===== config.mk =====
export PLATFORM = sky130hd
export DESIGN_NAME = mult_dot_acc
export DESIGN_NICKNAME = d
export VERILOG_FILES = /design/src/rtl/mult_dot_acc.sv
export SDC_FILE = /design/constraint.sdc
export NUM_CORES = 1
export LEC_CHECK = 0
export ABC_AREA = 1
export BUFFER_PORTS_ARGS = -buffer_cell sky130_fd_sc_hd__buf_2
export CAP_MARGIN = 10
export CORE_MARGIN = 1
export CORE_UTILIZATION = 61
export DETAILED_ROUTE_END_ITERATION = 8
export PLACE_DENSITY = 0.9
export SKIP_LAST_GASP = 1
export SLEW_MARGIN = 20
export SYNTH_ARGS = -nofsm -noshare
export SYNTH_HDL_FRONTEND = slang
export SYNTH_SLANG_ARGS = --single-unit
export TNS_END_PERCENT = 20

===== constraint.sdc =====
create_clock -name clk -period 4.3 [get_ports clk]
set_clock_uncertainty 0.15 [all_clocks]
set_input_delay 0.86 -clock clk [delete_from_list [all_inputs] [get_ports clk]]
set_output_delay 0.86 -clock clk [all_outputs]
set_load 0.05 [all_outputs]

===== src/rtl/mult_dot_acc.sv =====
// Dot-product accumulator: sums LEN unsigned products from the upstream multiplier
// with saturation, then hands the result downstream over a valid/ready handshake.
module mult_dot_acc #(
  parameter int SIZE  = 8,
  parameter int LEN   = 4,
  parameter int ACC_W = 18
) (
  input  logic                clk,
  input  logic                rst,
  input  logic                clear,
  input  logic                in_valid,
  output logic                in_ready,
  input  logic [2*SIZE-1:0]   prod,
  output logic                out_valid,
  input  logic                out_ready,
  output logic [ACC_W-1:0]    acc_out,
  output logic                sat
);

  localparam int              CNT_W = (LEN > 1) ? $clog2(LEN) : 1;
  localparam int              SUM_W = ACC_W + 1;
  localparam logic [CNT_W-1:0] LAST = CNT_W'(LEN - 1);

  typedef enum logic {
    ST_ACC  = 1'b0,
    ST_DONE = 1'b1
  } state_t;

  state_t             state;
  state_t             state_nxt;
  logic [CNT_W-1:0]   count;
  logic [ACC_W-1:0]   acc;
  logic               sticky;

  logic               accept;
  logic               last_beat;
  logic               handoff;
  logic [SUM_W-1:0]   sum_wide;
  logic [ACC_W-1:0]   sum_sat;
  logic               sum_ovf;

  // Saturating add: the carry out of the ACC_W-bit sum is the overflow indicator.
  always_comb begin
    sum_wide = {1'b0, acc} + SUM_W'(prod);
    sum_ovf  = sum_wide[ACC_W];
    sum_sat  = sum_ovf ? '1 : sum_wide[ACC_W-1:0];
  end

  // A product presented alongside clear is dropped, never accepted.
  assign accept    = in_valid && in_ready && !clear;
  assign last_beat = accept && (count == LAST);
  assign handoff   = (state == ST_DONE) && out_ready;

  always_ff @(posedge clk) begin
    // NOTE: sequential state uses non-blocking (<=) so every register samples pre-edge values.
    if (rst) state <= ST_ACC;
    else     state <= state_nxt;
  end

  always_comb begin
    // NOTE: default assignment first so no path leaves state_nxt unassigned (no latch).
    state_nxt = state;
    unique case (state)
      ST_ACC: begin
        if (!clear && last_beat) state_nxt = ST_DONE;
      end
      ST_DONE: begin
        if (clear || out_ready) state_nxt = ST_ACC;
      end
      default: state_nxt = ST_ACC;
    endcase
  end

  always_comb begin
    in_ready  = (state == ST_ACC);
    out_valid = (state == ST_DONE);
  end

  always_ff @(posedge clk) begin
    if (rst) begin
      count   <= '0;
      acc     <= '0;
      sticky  <= 1'b0;
      acc_out <= '0;
      sat     <= 1'b0;
    end else if (clear) begin
      count  <= '0;
      acc    <= '0;
      sticky <= 1'b0;
      if (state == ST_DONE) sat <= 1'b0;
    end else if (accept) begin
      acc    <= sum_sat;
      sticky <= sticky | sum_ovf;
      if (last_beat) begin
        count   <= '0;
        acc_out <= sum_sat;
        sat     <= sticky | sum_ovf;
      end else begin
        count <= count + 1'b1;
      end
    end else if (handoff) begin
      // acc_out/sat stay visible after handoff; only the running sum restarts.
      acc    <= '0;
      sticky <= 1'b0;
    end
  end

endmodule


==> flow_summary.toml <==
[logic_synthesis]
ys_seq_area_share_pct = 31.09
syn-num-nets = 451
postSynth.asyncResetShare_pct = 0
synth_area_um2 = 2640
synth_top_area_cell = "dfxtp_1"
synth_xor_xnor_area_share_pct = 2.322
synth_seq_cells = 41
yosysMostFrequentCell = "nand2_1"
synth-simple-area-share_pct = 35.17
synth_top_family_by_area = "simple AND/OR/NAND/NOR gates"
ys.flop_type = "dfxtp_1"
synthTopCellsByCount = "nand2_1, nor2_1, inv_1"
synth.distinct_cells = 30
synth_top_area_share_pct = 31.09
syn_inst = 412
synth_compound_area_share_pct = 13.60
synth.area.mux_share_pct = 0
synth_fa_ha_area_share_pct = 8.815
synth_edf_count = 0
synth_area_leaders = "dfxtp_1, nand2_1, ha_1, nor2_1, inv_1"
syn_area_per_cell_um2 = 6.408
yosysWarnings = 0

[clock_network]
numClockSinks = 41
postCtsHoldBufs = 0
tritoncts = "built"
clk_latency_ps = 300
cts_setup_buffers = 0
clkSlewWorstSetupHoldPaths_ps = 80
htreeDepth = 2
ctsResizeCount = 0
cts_made_buffers = 5
clockRootBuffer = "clkbuf_8"
max-clock-path-buffers = 2

[cells_and_area]
fin_util_pct = 73.67
design_area_um2 = 3010
stdcell_count = 504
layout-area-overhead-vs-synth_pct = 14.03
register_area_um2 = 820.8
antenna_cells = 0
layout-drive-gt1-share_pct = 18.06
multi_input_area_um2 = 1582
final_nets = 492
num-fill-cells = 323

[global_routing]
grt_pass1_vias = 2426
track_usage_pct = 31.17
grt_pass1_wl_um = 10560
antenna_found_initial = 0
grt.overflow.total = 0
grt_max_degree = 26

[drt]
ant_nets = 0
num_vias = 2773
avgViaCountPerCell = 5.502
drc = 0
drtIter0Drc = 217
drt-pass1-iter-count = 7
wire_per_inst_um = 13.42
drt-total-wl_um = 6766

[timing]
fin_hold_ws_ps = 332.4
fmax_mhz = 384.6
fin_crit_ps = 2600
rsz0062_at_grt = "no"
worst_slack_ps = 1700
setup_viol = 0
slew_headroom_pct = 56.81
hold_viol = 0
worstMarginPinSlew_ps = 643.9
fin_tns_setup_ps = 0
drv_slew = 0
period_share_pct = 60.47

[placement]
portBuffers = 41
dp.cells = 496
pre_cts_ws_ps = 1410
hpwl_um = 5057
place_area_um2 = 2877
gp_congestion = 0.9113

[floorplan]
ios = 42
die_y_um = 67.79
die_area_um2 = 4595
coreArea_um2 = 4086
rows = 23
initial_core_util_pct = 64.61
die_x_um = 67.79

[power]
clkPwrFrac_pct = 42.0
vdd_ir_drop_max_mv = 0.3245
power_uw = 885.2
pwr-share-seq_pct = 43.8
p_switching_uw = 225.4
power.density_nw_per_um2 = 294.0
p_sw_share_pct = 25.46
combPwrFrac_pct = 14.2
p_leak_nw = 1.579
internal_power_uw = 659.8

[min_path]
hold_path.class = "reg -> reg"

[setup_path]
cp-start-kind = "primary input"
cpMaxStageDelayCell = "fa_1"
critical_path_class = "in -> reg"
critPathMaxStageDelay_ps = 450
rrSetupSlack_ps = 2020
cp_data_required_time_ps = 4310
crit_family = "simple AND/OR/NAND/NOR gates"
worstPathCellList = "buf_2 -> ha_1 -> fa_1 -> nand4_1 -> nand3_2 -> or2_2 -> nand2_1 -> a21oi_1"
cp_max_fo = 16
cp_num_buf_inv = 1
worstSetupEndpointType = "flip-flop"
cp.arrival_ps = 2610

[run_status]
status = "finished, final reports clean"

[flow_run]
cap_viol_max_count = 0
==> cell families after synthesis <==
group / after synthesis
flip-flops: 41
XOR/XNOR: 7
adder cells (fa/ha/maj): 18
AND/OR/NAND/NOR: 220
AO/OA/AOI/OAI: 66
buffers and inverters: 60
==> cell type report <==
cell class                      count  area share, %
Timing Repair Buffer               43          7.315
Clock buffer                        5          2.286
Multi-Input combinational cell    311          52.54
Sequential cell                    41          27.27
Inverter                           51          6.359
Clock inverter                      3          2.161
Tap cell                           50          2.078
==> power by group through the flow <==
stage	registers, mW	clock network (mW)	logic, mW
6_report	0.388	0.371	0.126
5_1_grt	0.389	0.383	0.140
4_1_cts	0.388	0.369	0.123
3_5_place_dp	0.397	0	0.122
3_3_place_gp	0.397	0	0.119
2_1_floorplan	0.397	0	0.0874
==> state kept, by name (all words and copies together), names as in the netlist <==
| register | count |
|---|---|
| acc | 18 |
| sat | 1 |
| sticky | 1 |
| acc_out | 18 |
| count | 2 |
| out_valid | 1 |
==> worst register-to-register path: stages, from the launching register on <==
cell and delay, ps:
dfxtp_1 350, ha_1 360, nand2_2 100, inv_2 40, nand2_1 80, nand2_2 60, inv_2 60, nand2_1 50
nand2_1 70, nand3_2 240, or2_2 400, nand2_1 80, a21oi_1 80
==> final timing paths <==
| path | from | to | cells after the start |
|---|---|---|---|
| worst min-delay path | count[0] | count[0] | 1 |
| worst max register to register | acc[8] | acc[1] | 12 |
| worst max-delay path | prod[0] | acc[1] | 8 |
| worst min register to register | count[0] | count[0] | 1 |
==> placed cells by master, fill, tap and decap left out, types with 2 or more instances in the layout <==
master	count
a21oi_1	31
a21oi_2	5
a31oi_1	3
buf_2	41
buf_4	2
bufinv_16	2
clkbuf_8	5
clkinv_1	3
dfxtp_1	41
ha_1	17
inv_1	43
inv_2	5
nand2_1	126
nand2_2	7
nand3_1	21
nor2_1	48
nor2_2	4
o21ai_0	25
or2_2	6
or2_4	2
xor2_1	6
==> routing by layer <==
layer / global-route usage (%) / up-vias / part of all wire [%]
met1: 35.90 / 1244 / 42
li1: - / 1394 / -
met2: 56.06 / 112 / 50
met5: 0 / - / 0
met4: 12.76 / 0 / 3.2
met3: 5.574 / 23 / 5.3
Power figures use the tool's default switching activity.
